`config.mk`:
```
export PLATFORM = sky130hd
export DESIGN_NAME = srf04_range_ctrl
export DESIGN_NICKNAME = d
export VERILOG_FILES = /design/src/rtl/srf04_range_ctrl.sv
export SDC_FILE = /design/constraint.sdc
export NUM_CORES = 1
export LEC_CHECK = 0
export ABC_CLOCK_PERIOD_IN_PS = 4360
export BUFFER_PORTS_ARGS = -buffer_cell sky130_fd_sc_hd__buf_2
export CAP_MARGIN = 20
export CORE_ASPECT_RATIO = 1.5
export CORE_MARGIN = 2
export CORE_UTILIZATION = 64
export CTS_BUF_LIST = sky130_fd_sc_hd__clkbuf_2 sky130_fd_sc_hd__clkbuf_4 sky130_fd_sc_hd__clkbuf_8
export DETAILED_ROUTE_END_ITERATION = 8
export MAX_ROUTING_LAYER = met4
export PLACE_DENSITY_LB_ADDON = 0.1
export SLEW_MARGIN = 0
export SYNTH_ARGS = -nofsm -noshare
export SYNTH_HDL_FRONTEND = slang
export SYNTH_SLANG_ARGS = --single-unit
```
`constraint.sdc`:
```
create_clock -name clk -period 4.36 [get_ports clk]
set_input_delay 0.872 -clock clk [delete_from_list [all_inputs] [get_ports clk]]
set_output_delay 0.872 -clock clk [all_outputs]
set_load 0.05 [all_outputs]
```
`src/rtl/srf04_range_ctrl.sv`:
```
// SRF04 ranging sequencer: trigger, echo timing, cm conversion,
// hand-off to an external binary-to-BCD converter and digit latching.
module srf04_range_ctrl #(
    parameter int TRIG_CYC   = 500,
    parameter int CYC_PER_CM = 2900,
    parameter int MAX_CM     = 400,
    parameter int ECHO_WAIT  = 1500000,
    parameter int COOL_CYC   = 500000,
    parameter int TMR_W      = 21
) (
    input  logic       clk,
    input  logic       rst_n,
    input  logic       en,
    input  logic       echo,
    output logic       trig,
    output logic [9:0] dist_bin,
    input  logic [3:0] bcd_ones,
    input  logic [3:0] bcd_tens,
    input  logic [3:0] bcd_hund,
    input  logic [3:0] bcd_thou,
    output logic [3:0] dig0,
    output logic [3:0] dig1,
    output logic [3:0] dig2,
    output logic [3:0] dig3,
    output logic       valid,
    output logic       oor,
    output logic       busy
);

    typedef enum logic [2:0] {
        IDLE,
        TRIG,
        WAIT_RISE,
        MEASURE,
        LOAD,
        CONVERT,
        COOL
    } state_e;

    localparam logic [TMR_W-1:0] TRIG_LAST = TMR_W'(TRIG_CYC - 1);
    localparam logic [TMR_W-1:0] CPC_LAST  = TMR_W'(CYC_PER_CM - 1);
    localparam logic [TMR_W-1:0] WAIT_LAST = TMR_W'(ECHO_WAIT - 1);
    localparam logic [TMR_W-1:0] COOL_LAST = TMR_W'(COOL_CYC - 1);
    localparam logic [9:0]       CM_MAX    = 10'(MAX_CM);

    state_e           state_q;
    logic [TMR_W-1:0] timer_q;
    logic [9:0]       cm_q;
    logic             oor_next_q;
    logic             echo_meta_q;
    logic             echo_s_q;
    logic             trig_q;
    logic             busy_q;
    logic             valid_q;
    logic             oor_q;
    logic [9:0]       dist_q;
    logic [3:0]       dig0_q;
    logic [3:0]       dig1_q;
    logic [3:0]       dig2_q;
    logic [3:0]       dig3_q;

    logic             wrap_d;
    logic [9:0]       cm_d;
    logic             sat_d;

    assign wrap_d = (timer_q == CPC_LAST);
    assign cm_d   = wrap_d ? cm_q + 10'd1 : cm_q;
    assign sat_d  = wrap_d && (cm_d == CM_MAX);

    always_ff @(posedge clk or negedge rst_n) begin
        if (!rst_n) begin
            echo_meta_q <= 1'b0;
            echo_s_q    <= 1'b0;
        end else begin
            echo_meta_q <= echo;
            echo_s_q    <= echo_meta_q;
        end
    end

    always_ff @(posedge clk or negedge rst_n) begin
        if (!rst_n) begin
            state_q    <= IDLE;
            timer_q    <= '0;
            cm_q       <= '0;
            oor_next_q <= 1'b0;
            trig_q     <= 1'b0;
            busy_q     <= 1'b0;
            valid_q    <= 1'b0;
            oor_q      <= 1'b0;
            dist_q     <= '0;
            dig0_q     <= '0;
            dig1_q     <= '0;
            dig2_q     <= '0;
            dig3_q     <= '0;
        end else begin
            valid_q <= 1'b0;
            unique case (state_q)
                IDLE: begin
                    // a stuck-high echo means the sensor is still busy
                    if (en && !echo_s_q) begin
                        state_q <= TRIG;
                        trig_q  <= 1'b1;
                        busy_q  <= 1'b1;
                        timer_q <= '0;
                    end
                end
                TRIG: begin
                    if (timer_q == TRIG_LAST) begin
                        state_q <= WAIT_RISE;
                        trig_q  <= 1'b0;
                        timer_q <= '0;
                    end else begin
                        timer_q <= timer_q + 1'b1;
                    end
                end
                WAIT_RISE: begin
                    if (echo_s_q) begin
                        state_q <= MEASURE;
                        timer_q <= '0;
                        cm_q    <= '0;
                    end else if (timer_q == WAIT_LAST) begin
                        state_q    <= LOAD;
                        cm_q       <= CM_MAX;
                        oor_next_q <= 1'b1;
                    end else begin
                        timer_q <= timer_q + 1'b1;
                    end
                end
                MEASURE: begin
                    timer_q <= wrap_d ? '0 : timer_q + 1'b1;
                    cm_q    <= cm_d;
                    // saturation outranks a coincident echo fall
                    if (sat_d) begin
                        state_q    <= LOAD;
                        oor_next_q <= 1'b1;
                    end else if (!echo_s_q) begin
                        state_q    <= LOAD;
                        oor_next_q <= 1'b0;
                    end
                end
                LOAD: begin
                    dist_q  <= cm_q;
                    state_q <= CONVERT;
                end
                CONVERT: begin
                    dig0_q  <= bcd_ones;
                    dig1_q  <= bcd_tens;
                    dig2_q  <= bcd_hund;
                    dig3_q  <= bcd_thou;
                    oor_q   <= oor_next_q;
                    valid_q <= 1'b1;
                    timer_q <= '0;
                    state_q <= COOL;
                end
                COOL: begin
                    if (timer_q == COOL_LAST) begin
                        state_q <= IDLE;
                        busy_q  <= 1'b0;
                    end else begin
                        timer_q <= timer_q + 1'b1;
                    end
                end
                default: state_q <= IDLE;
            endcase
        end
    end

    assign trig     = trig_q;
    assign busy     = busy_q;
    assign valid    = valid_q;
    assign oor      = oor_q;
    assign dist_bin = dist_q;
    assign dig0     = dig0_q;
    assign dig1     = dig1_q;
    assign dig2     = dig2_q;
    assign dig3     = dig3_q;

endmodule

```
==> results.tsv, run 1 <==
stage	metric	value	unit
timing	final hold viol count	0	
yosys	register area share after synthesis	45.6	%
flow_run	Max Cap Viol	0	
pwr	PwrDens	353	mW/mm^2
clocking	total CTS buffers	9	
routing	WL final	9060	um
clocking	postcts setup bufs	0	
clocking	TritonCTS clock tree	done	
timing	Final period util	78.4	%
die	chip width	65.9	um
layout	footprint of the multi-input gates	0.00186	mm^2
pwr	Overall Power	0.00147	W
routing	DR iter-0 viols	275	
timing	Worst-Margin Slew	876	ps
timing	fmax	293	MHz
critical_path	Worst setup EP type	register	
clocking	Reg clk slew, reported paths	80	ps
clocking	Worst-Skew Late Latency	350	ps
hold_path	Tightest Hold Check Type	reg -> reg	
layout	diode count	0	
critical_path	crit-path max FO	18	
yosys	syn_area_per_cell	8.91	um^2
global_routing	GR Overflow Total	0	
place	I/O Buffers	49	
timing	Final Skew	8.18	ps
timing	Slew headroom	41.2	%
yosys	number of flops mapped to enable cells by yosys	0	
yosys	Synth Register Bits	67	
status	status	finished, final reports clean	
die	IO Count	50	
layout	P&R area growth vs syn	12.8	%
pwr	Peak supply drop	0.274	mV
critical_path	reg-to-reg startpoint	timer_q[0]	
critical_path	Setup crit start kind	register	
die	initial core utilization	67.0	%
die	Core Footprint	0.00549	mm^2
global_routing	pin count of the biggest net entering global routing	37	
hold_path	hold path start	echo_meta_q	
routing	drt drc	0	
routing	met2 routed WL	4850	um
routing	met3 wire length	459	um
global_routing	total track usage	31.5	%
routing	M1 WL	3550	um
yosys	Most used DFF post-synth	dfrtp_1	
critical_path	CP Cell Sequence	ha_1, or4b_1, or4_1, o221ai_2, nand2_2, o21ai_1, o311ai_0	
routing	antenna-violating nets left	0	
die	full die area	0.00638	mm^2
clocking	Longest Clk Path Bufs	2	
yosys	Syn Inst Count	413	
yosys	library cells used by synthesis	64	
clocking	Clock Sinks	67	
critical_path	Worst R2R End	timer_q[5]	
die	Die Ht	96.9	um
critical_path	CP Data Arrival Time	3610	ps
routing	DR WL/cell	17.2	um
clocking	htree depth	3	
yosys	Synth async-reset ratio	100	%
layout	Final Util	75.6	%
layout	share of cells above drive strength 1	19.5	%
critical_path	Crit path required time	4550	ps
routing	Vias per Instance	6.44	
clocking	root buf cell	clkbuf_8	
critical_path	crit path kind	reg -> reg	
routing	Initial DRT Pass Iterations	5	
critical_path	r2r worst-path depth	7	
yosys	synthesized net count	435	
routing	Via Count	3387	
yosys	synthesized cell area	0.00368	mm^2
layout	layout filler cell count	428	
die	Rows	33	
hold_path	Worst Hold Path EP	echo_s_q	
pwr	Leakage	1.78	nW
place	Placer Congestion	0.967	
global_routing	first-pass GRT wire length	15300	um
global_routing	initial antenna violation count	0	
yosys	Synth warnings	0	
clocking	Resized Gates After CTS	0	
timing	RSZ-0062 raised after global routing	no	
timing	final setup TNS	0	ps
place	dpl hpwl	6320	um
global_routing	number of global-route vias before repair	3297	
timing	Final Critical Period	3420	ps
clocking	# hold bufs at CTS	0	
timing	count of final setup violators	0	
layout	total area of sequential cells	0.00168	mm^2
critical_path	Worst R2R Setup Slack	940	ps
critical_path	crit-path max cell delay	700	ps
hold_path	Hold Path Stages	0	
timing	Final Slew Violations	0	
routing	top layer in use	met4	
layout	fin nets	473	
critical_path	CP max-delay cell	or4_1	
## layer usage
layer  track usage (%)  vias up
met1              35.7     1645
met3              6.74       28
li1                  -     1585
met2              52.0      129
met4              14.7        0
met5                 -        -
## kinds of logic after synthesis
family / count (synthesis) / synth area share, %
and+or+nand+nor: 201 / 27.2
adders and majority gates: 2 / 0.680
DFF: 67 / 45.6
xor gates and xnor gates: 1 / 0.238
AOI/OAI and AO/OA: 94 / 18.2
muxes: 14 / 4.22
buffers and inverters: 34 / 3.88
## critical path: cells and delay by family (launching register included)
family          cells  cell delay, ps
simple gates        3            1450
compound gates      3            1080
flops               1             430
fa+ha+maj           1             280
## registers in the layout (all words and copies together) (netlist names), 3 cells and up
| name | count |
|---|---|
| state_q | 3 |
| dig0 | 4 |
| dig1 | 4 |
| cm_q | 10 |
| dist_bin | 10 |
| timer_q | 21 |
| dig2 | 4 |
| dig3 | 4 |
## report_power, final
part           switching, W  total [W]  internal [W]  leakage [nW]
clock              0.000248   0.000573      0.000325         0.114
combinational     0.0000745   0.000138     0.0000636         0.859
sequential        0.0000910   0.000754      0.000663         0.804
total              0.000414    0.00147       0.00105          1.78
## how the worst max path moves through the flow
stage | depth (start not counted) | slack [ps] | startpoint | to
4_1_cts | 7 | 1000 | timer_q[0] | timer_q[5]
6_report | 7 | 940 | timer_q[0] | timer_q[5]
3_3_place_gp | 7 | 1150 | timer_q[0] | timer_q[5]
2_1_floorplan | 8 | 1620 | timer_q[0] | state_q[0]
3_5_place_dp | 7 | 980 | timer_q[0] | timer_q[20]
5_1_grt | 7 | 720 | timer_q[0] | timer_q[17]
## per-stage QoR
| step | instances | setup WS, ps | hold WS [ps] | instance area [um^2] |
|---|---|---|---|---|
| after floorplan | 413 | 1620 | 331 | 3680 |
| after global placement | 510 | 1150 | 332 | 3930 |
| after detailed placement | 510 | 983 | 340 | 3930 |
| after CTS | 526 | 998 | 358 | 4150 |
| after global routing | 526 | 723 | 359 | 4150 |
| final | 526 | 942 | 354 | 4150 |
## cells in the mapped netlist (all sizes together), types with 2 or more instances
library cell | number | area (um^2)
a21boi | 2 | 15.0
a21o | 6 | 45.0
a21oi | 12 | 60.1
a22o | 6 | 52.6
a2bb2oi | 4 | 35.0
a31oi | 2 | 18.8
and2 | 5 | 31.3
and3 | 2 | 12.5
and4 | 2 | 17.5
buf | 7 | 40.0
clkbuf | 18 | 68.8
clkinv | 2 | 7.51
dfrtp | 67 | 1680
ha | 2 | 25.0
inv | 7 | 26.3
mux2 | 12 | 135
mux2i | 2 | 20.0
nand2 | 85 | 322
nand2b | 4 | 25.0
nand3 | 24 | 120
nand4 | 12 | 75.1
nand4b | 6 | 52.6
nor2 | 26 | 97.6
nor2b | 4 | 25.0
nor3 | 8 | 40.0
nor3b | 2 | 20.0
nor4 | 8 | 65.1
o211ai | 2 | 15.0
o21ai | 23 | 115
o21bai | 3 | 22.5
o22ai | 3 | 18.8
o311ai | 8 | 70.1
o31a | 2 | 17.5
o31ai | 7 | 52.6
o41ai | 3 | 26.3
or2 | 2 | 12.5
or3 | 2 | 12.5
or3b | 2 | 17.5
or4 | 5 | 37.5
## cell type report
class | instances | share of cell area [%]
Multi-Input combinational cell | 312 | 44.8
Tap cell | 70 | 2.11
Sequential cell | 67 | 40.4
Inverter | 9 | 0.814
Timing Repair Buffer | 52 | 6.45
Clock buffer | 9 | 2.98
Clock inverter | 7 | 2.41
## cells in the final DEF, fill, tap and decap left out, types with 4 or more instances in the layout
cell type  count
nor4_1         7
nor2_1        26
dfrtp_1       67
nand4b_1       6
o311ai_0       8
nor3_1         8
a22o_1         6
mux2_2        12
and2_1         4
buf_2         49
a2bb2oi_1      4
o21ai_1        4
inv_1          7
a21o_1         6
clkbuf_8       9
o31ai_1        7
nand3_1       24
a21oi_1       12
nand2_1       84
o21ai_0       19
or4_1          5
nand4_1       12
nor2b_1        4
nand2b_1       4
No activity file was read; power rests on OpenSTA's default activity.
==> run 2: changes to the inputs <==
--- a/config.mk
+++ b/config.mk
@@ -5,12 +5,12 @@
 export SDC_FILE = /design/constraint.sdc
 export NUM_CORES = 1
 export LEC_CHECK = 0
-export ABC_CLOCK_PERIOD_IN_PS = 4360
+export ABC_CLOCK_PERIOD_IN_PS = 3000
 export BUFFER_PORTS_ARGS = -buffer_cell sky130_fd_sc_hd__buf_2
 export CAP_MARGIN = 20
 export CORE_ASPECT_RATIO = 1.5
 export CORE_MARGIN = 2
-export CORE_UTILIZATION = 64
+export CORE_UTILIZATION = 54
 export CTS_BUF_LIST = sky130_fd_sc_hd__clkbuf_2 sky130_fd_sc_hd__clkbuf_4 sky130_fd_sc_hd__clkbuf_8
 export DETAILED_ROUTE_END_ITERATION = 8
 export MAX_ROUTING_LAYER = met4
==> constraint.sdc (replaced) <==
create_clock -name clk -period 3 [get_ports clk]
set_input_delay 0.6 -clock clk [delete_from_list [all_inputs] [get_ports clk]]
set_output_delay 0.6 -clock clk [all_outputs]
set_load 0.05 [all_outputs]
==> run 2 against run 1 <==
Net effect:
- sequential power rose by 46%
- first-iteration DRC count down 26%
- cell area grew 1.8%
- die area up 18%
- clock power increased by 11%
- combinational power rose by 54%
- clock-buffer cell count is 2 higher
- register-to-register slack lost 800 ps
- setup slack got worse by 800 ps
- critical endpoint is now state_q[1]
- highest routed layer unchanged
==> results.tsv, run 2 (synthesis results as in run 1) <==
stage	metric	value	unit
layout	diode count	0	
critical_path	crit-path max FO	5	
critical_path	Worst R2R Setup Slack	140	ps
critical_path	crit path from	timer_q[1]	
clocking	Longest Clk Path Bufs	2	
die	Core Footprint	0.00653	mm^2
critical_path	crit-path max cell delay	530	ps
clocking	Worst-Skew Late Latency	340	ps
critical_path	Worst setup EP type	register	
timing	final hold viol count	0	
critical_path	CP Cell Sequence	ha_1, or4b_1, or4_4, nor4_2, mux2_2, o21bai_2, a2bb2oi_1	
place	Cells after DPL	526	
place	Placer Congestion	0.988	
timing	Final Skew	7.09	ps
timing	fmax	350	MHz
critical_path	Crit path required time	3250	ps
clocking	htree depth	3	
pwr	Leakage	1.81	nW
clocking	# hold bufs at CTS	0	
timing	Slew headroom	46.7	%
critical_path	Buf+Inv Stages, Crit Path	0	
timing	count of final setup violators	0	
die	Die Ht	105	um
layout	share of cells above drive strength 1	21.9	%
timing	Final Slew Violations	0	
place	dpl hpwl	6190	um
layout	Biggest register	timer_q	
critical_path	CP Data Arrival Time	3110	ps
layout	max reg flops	21	
routing	DR WL/cell	16.1	um
global_routing	GR Overflow Total	0	
pwr	Peak supply drop	0.300	mV
die	chip width	71.4	um
timing	Final Critical Period	2860	ps
die	initial core utilization	56.3	%
layout	P&R area growth vs syn	14.8	%
layout	fin nets	484	
layout	non-filler instance count after layout	541	
global_routing	pin count of the biggest net entering global routing	37	
pwr	PwrDens	462	mW/mm^2
layout	Final Util	64.7	%
critical_path	reg-to-reg startpoint	timer_q[1]	
routing	Vias per Instance	6.11	
timing	Worst-Margin Slew	799	ps
global_routing	number of global-route vias before repair	3224	
routing	drt drc	0	
timing	Final period util	95.2	%
routing	antenna-violating nets left	0	
hold_path	Tightest Hold Check Type	in -> async	
flow_run	Max Cap Viol	0	
layout	commonest non-fill, non-tap cell in the layout	nand2_1	
routing	DR iter-0 viols	204	
global_routing	total track usage	25.8	%
routing	WL final	8710	um
critical_path	Worst R2R End	state_q[1]	
timing	RSZ-0062 raised after global routing	no	
critical_path	CP max-delay cell	or4_4	
die	full die area	0.00750	mm^2
global_routing	first-pass GRT wire length	15000	um
die	IO Count	50	
critical_path	crit path kind	reg -> reg	
place	I/O Buffers	49	
die	Rows	36	
pwr	Overall Power	0.00195	W
critical_path	r2r worst-path depth	7	
timing	Hold WS	341	ps
global_routing	initial antenna violation count	0	
clocking	Reg clk slew, reported paths	70	ps
clocking	TritonCTS clock tree	done	
layout	most frequent cells in the layout	84 x nand2_1, 67 x dfrtp_1, 49 x buf_2	
clocking	Clock Sinks	67	
critical_path	Setup crit start kind	register	
routing	Initial DRT Pass Iterations	5	
critical_path	CP top delay family	simple AND/OR/NAND/NOR gates	
clocking	root buf cell	clkbuf_8	
status	status	finished, final reports clean	
routing	Via Count	3303	
clocking	total CTS buffers	9	
run 2: power by group:
group	internal (W)	switching (W)	total, W
sequential	0.000965	0.000134	0.00110
combinational	0.000104	0.000109	0.000213
clock	0.000331	0.000307	0.000638
total	0.00140	0.000550	0.00195
run 2: stage by stage:
| step | TNS [ps] | worst slack [ps] | cell area, um^2 |
|---|---|---|---|
| 6_report | 0 | 143 | 4220 |
| 5_1_grt | 0 | 8.23 | 4220 |
| 4_1_cts | 0 | 34.5 | 4190 |
| 3_5_place_dp | -33.6 | -33.6 | 4020 |
| 3_3_place_gp | 0 | 13.3 | 4020 |
| 2_1_floorplan | 0 | 257 | 3680 |
run 2: how the worst max path moves through the flow:
stage | to | depth (start not counted) | slack [ps]
2_1_floorplan | state_q[0] | 8 | 260
3_3_place_gp | state_q[1] | 7 | 10
3_5_place_dp | state_q[1] | 7 | -30
4_1_cts | state_q[1] | 7 | 30
5_1_grt | timer_q[2] | 7 | 8
6_report | state_q[1] | 7 | 140
run 2: worst register-to-register path, delay by kind of cell (launching register included):
family          cells  cell delay, ps
simple gates        3            1350
fa+ha+maj           1             200
compound gates      2             430
flops               1             400
mux                 1             400
run 2: cell type report:
type | count | area (um^2)
Sequential cell | 67 | 1680
Fill cell | 560 | 2310
Clock inverter | 3 | 15.0
Inverter | 9 | 33.8
Multi-Input combinational cell | 312 | 1890
Clock buffer | 11 | 151
Tap cell | 76 | 95.1
Timing Repair Buffer | 63 | 363
run 2: timing repair:
| item | 4_1_cts | 5_1_grt |
|---|---|---|
| resized for setup | 1 | 5 |
| endpoints found under the hold margin | 0 | 0 |
| endpoints found under the setup margin | 2 | 5 |
| buffers inserted | 0 | 1 |
| pin swaps | 0 | 1 |
run 2: metal layers:
metal / vias to the layer above / GRT usage [%] / part of all wire (%)
li1: 1604 / - / -
met1: 1576 / 29.7 / 40
met2: 104 / 41.4 / 53
met3: 19 / 5.40 / 4.7
met4: 0 / 14.0 / 2.3
met5: - / - / 0
==> run 3: changes to the inputs <==
--- a/config.mk
+++ b/config.mk
@@ -6,13 +6,13 @@
 export NUM_CORES = 1
 export LEC_CHECK = 0
 export ABC_CLOCK_PERIOD_IN_PS = 3000
-export BUFFER_PORTS_ARGS = -buffer_cell sky130_fd_sc_hd__buf_2
 export CAP_MARGIN = 20
 export CORE_ASPECT_RATIO = 1.5
 export CORE_MARGIN = 2
-export CORE_UTILIZATION = 54
+export CORE_UTILIZATION = 57
 export CTS_BUF_LIST = sky130_fd_sc_hd__clkbuf_2 sky130_fd_sc_hd__clkbuf_4 sky130_fd_sc_hd__clkbuf_8
 export DETAILED_ROUTE_END_ITERATION = 8
+export DONT_BUFFER_PORTS = 1
 export MAX_ROUTING_LAYER = met4
 export PLACE_DENSITY_LB_ADDON = 0.1
 export SLEW_MARGIN = 0
==> run 3 against run 2 <==
Net effect:
- combinational power shrank 2%
- largest power group unchanged
- die area shrank 5.0%
- setup slack lost 27 ps
- total power grew 14%
- highest routed layer unchanged
- global-route usage grew 0.19 points
- utilization grew 0.84 points
- flip-flop and latch count is the same
- first-iteration DRC count grew 64%
- non-clock buffer count shrank 49
- critical path type unchanged
- final cell count shrank 9.1%
==> results.tsv, run 3 (synthesis results as in run 1) <==
stage	metric	value	unit
layout	commonest non-fill, non-tap cell in the layout	nand2_1	
place	I/O Buffers	0	
die	full die area	0.00713	mm^2
timing	Worst-Margin Slew	690	ps
clocking	Longest Clk Path Bufs	2	
clocking	Worst-Skew Late Latency	350	ps
pwr	Peak supply drop	0.556	mV
layout	Biggest register	timer_q	
pwr	PwrDens	548	mW/mm^2
timing	Final period util	96.1	%
layout	most frequent cells in the layout	84 x nand2_1, 67 x dfrtp_1, 24 x nand3_1, 24 x nor2_1, 19 x o21ai_0	
timing	Final Slew Violations	0	
critical_path	CP Cell Sequence	ha_1, or4b_1, or4_1, nor4_1, mux2_2, o21bai_1, a2bb2oi_1	
die	IO Count	50	
place	dpl ws	81.5	ps
global_routing	GR Overflow Total	0	
global_routing	pin count of the biggest net entering global routing	68	
timing	fmax	347	MHz
global_routing	number of global-route vias before repair	2992	
critical_path	crit-path max FO	5	
global_routing	first-pass GRT wire length	14100	um
die	Die Ht	102	um
timing	Final Critical Period	2880	ps
hold_path	Tightest Hold Check Type	in -> async	
routing	WL final	8490	um
clocking	postcts setup bufs	0	
layout	diode count	0	
routing	drt drc	0	
timing	Final Skew	10.8	ps
pwr	Leakage	1.66	nW
flow_run	Max Cap Viol	0	
timing	count of final setup violators	0	
clocking	htree depth	3	
clocking	Reg clk slew, reported paths	80	ps
layout	P&R area growth vs syn	9.93	%
clocking	TritonCTS clock tree	done	
routing	Vias per Instance	6.35	
timing	final hold viol count	0	
clocking	total CTS buffers	9	
critical_path	crit-path max cell delay	570	ps
routing	antenna-violating nets left	0	
clocking	root buf cell	clkbuf_8	
timing	final setup TNS	0	ps
critical_path	CP max-delay cell	or4_1	
die	Core Footprint	0.00617	mm^2
status	status	finished, final reports clean	
die	initial core utilization	59.6	%
critical_path	Setup crit start kind	register	
layout	layout filler cell count	519	
layout	share of cells above drive strength 1	12.9	%
die	chip width	69.6	um
routing	DR iter-0 viols	335	
critical_path	CP Data Arrival Time	3150	ps
global_routing	initial antenna violation count	0	
layout	max reg flops	21	
global_routing	total track usage	26.0	%
place	Placer Congestion	0.890	
critical_path	Buf+Inv Stages, Crit Path	0	
routing	DR WL/cell	17.3	um
critical_path	Crit path required time	3270	ps
routing	Via Count	3124	
critical_path	crit path kind	reg -> reg	
clocking	Clock Sinks	67	
die	Rows	35	
critical_path	CP top delay family	simple AND/OR/NAND/NOR gates	
timing	Hold WS	126	ps
timing	RSZ-0062 raised after global routing	no	
timing	final worst setup slack	116	ps
place	dpl hpwl	6030	um
timing	Slew headroom	53.6	%
layout	fin nets	435	
critical_path	Worst setup EP type	register	
routing	Initial DRT Pass Iterations	4	
## run 3: changes by cell type in the layout (fill, tap and decap cells not counted), moves of 2 or more
cell | previous run | this run
buf_2 | 49 | 0
bufinv_16 | 0 | 3
clkinv_2 | 3 | 0
clkbuf_8 | 11 | 9
inv_6 | 0 | 2
nor2_1 | 26 | 24
nor2_2 | 0 | 2
## run 3: metal layers
metal  wire (um)  track usage, %  up-vias  part of all wire, %
met2        4360            43.5       99                   51
met1        3480            29.3     1484                   41
met4         314            13.0        0                  3.7
met5           0               -        -                    0
li1            -               -     1513                    -
met3         330            6.02       28                  3.9
## run 3: area by class of cell
class                   instances  area, um^2  share of cell area [%]
clock buffers                   9         124                    3.06
clock inverters                 7         124                    3.06
inverters                       9        33.8                   0.835
multi-input cells             312        1870                    46.2
flip-flops and latches         67        1680                    41.4
well taps                      74        92.6                    2.29
repair buffers                 14         125                    3.09
## run 3: power by group
group	internal (W)	switching [W]	total, W	leakage [nW]
combinational	0.000100	0.000109	0.000209	0.739
clock	0.000559	0.000359	0.000917	0.120
sequential	0.000964	0.000129	0.00109	0.804
total	0.00162	0.000596	0.00222	1.66
## run 3: worst paths after layout
check	from	to	slack (ps)	depth (start not counted)
max	timer_q[0]	state_q[1]	120	7
min	rst_n	dig1[2]	130	1
max reg2reg	timer_q[0]	state_q[1]	120	7
min reg2reg	echo_meta_q	echo_s_q	350	0
max in group asynchronous	rst_n	timer_q[2]	2610	1
min in group clk	echo	echo_meta_q	280	0
## run 3: per-stage QoR
stage          util, %  total power, W  instances  area (um^2)
4_1_cts           65.4         0.00224        492         4040
5_1_grt           65.5         0.00232        492         4050
6_report          65.5         0.00222        492         4050
2_1_floorplan        -         0.00122        413         3680
3_5_place_dp      60.9         0.00129        475         3760
3_3_place_gp      60.9         0.00128        475         3760
## run 3: repair_timing
item                                   4_1_cts  5_1_grt
hold buffers                                 1        0
setup endpoints to repair                    0        9
endpoints found under the hold margin       67        0
resized for setup                            0        3
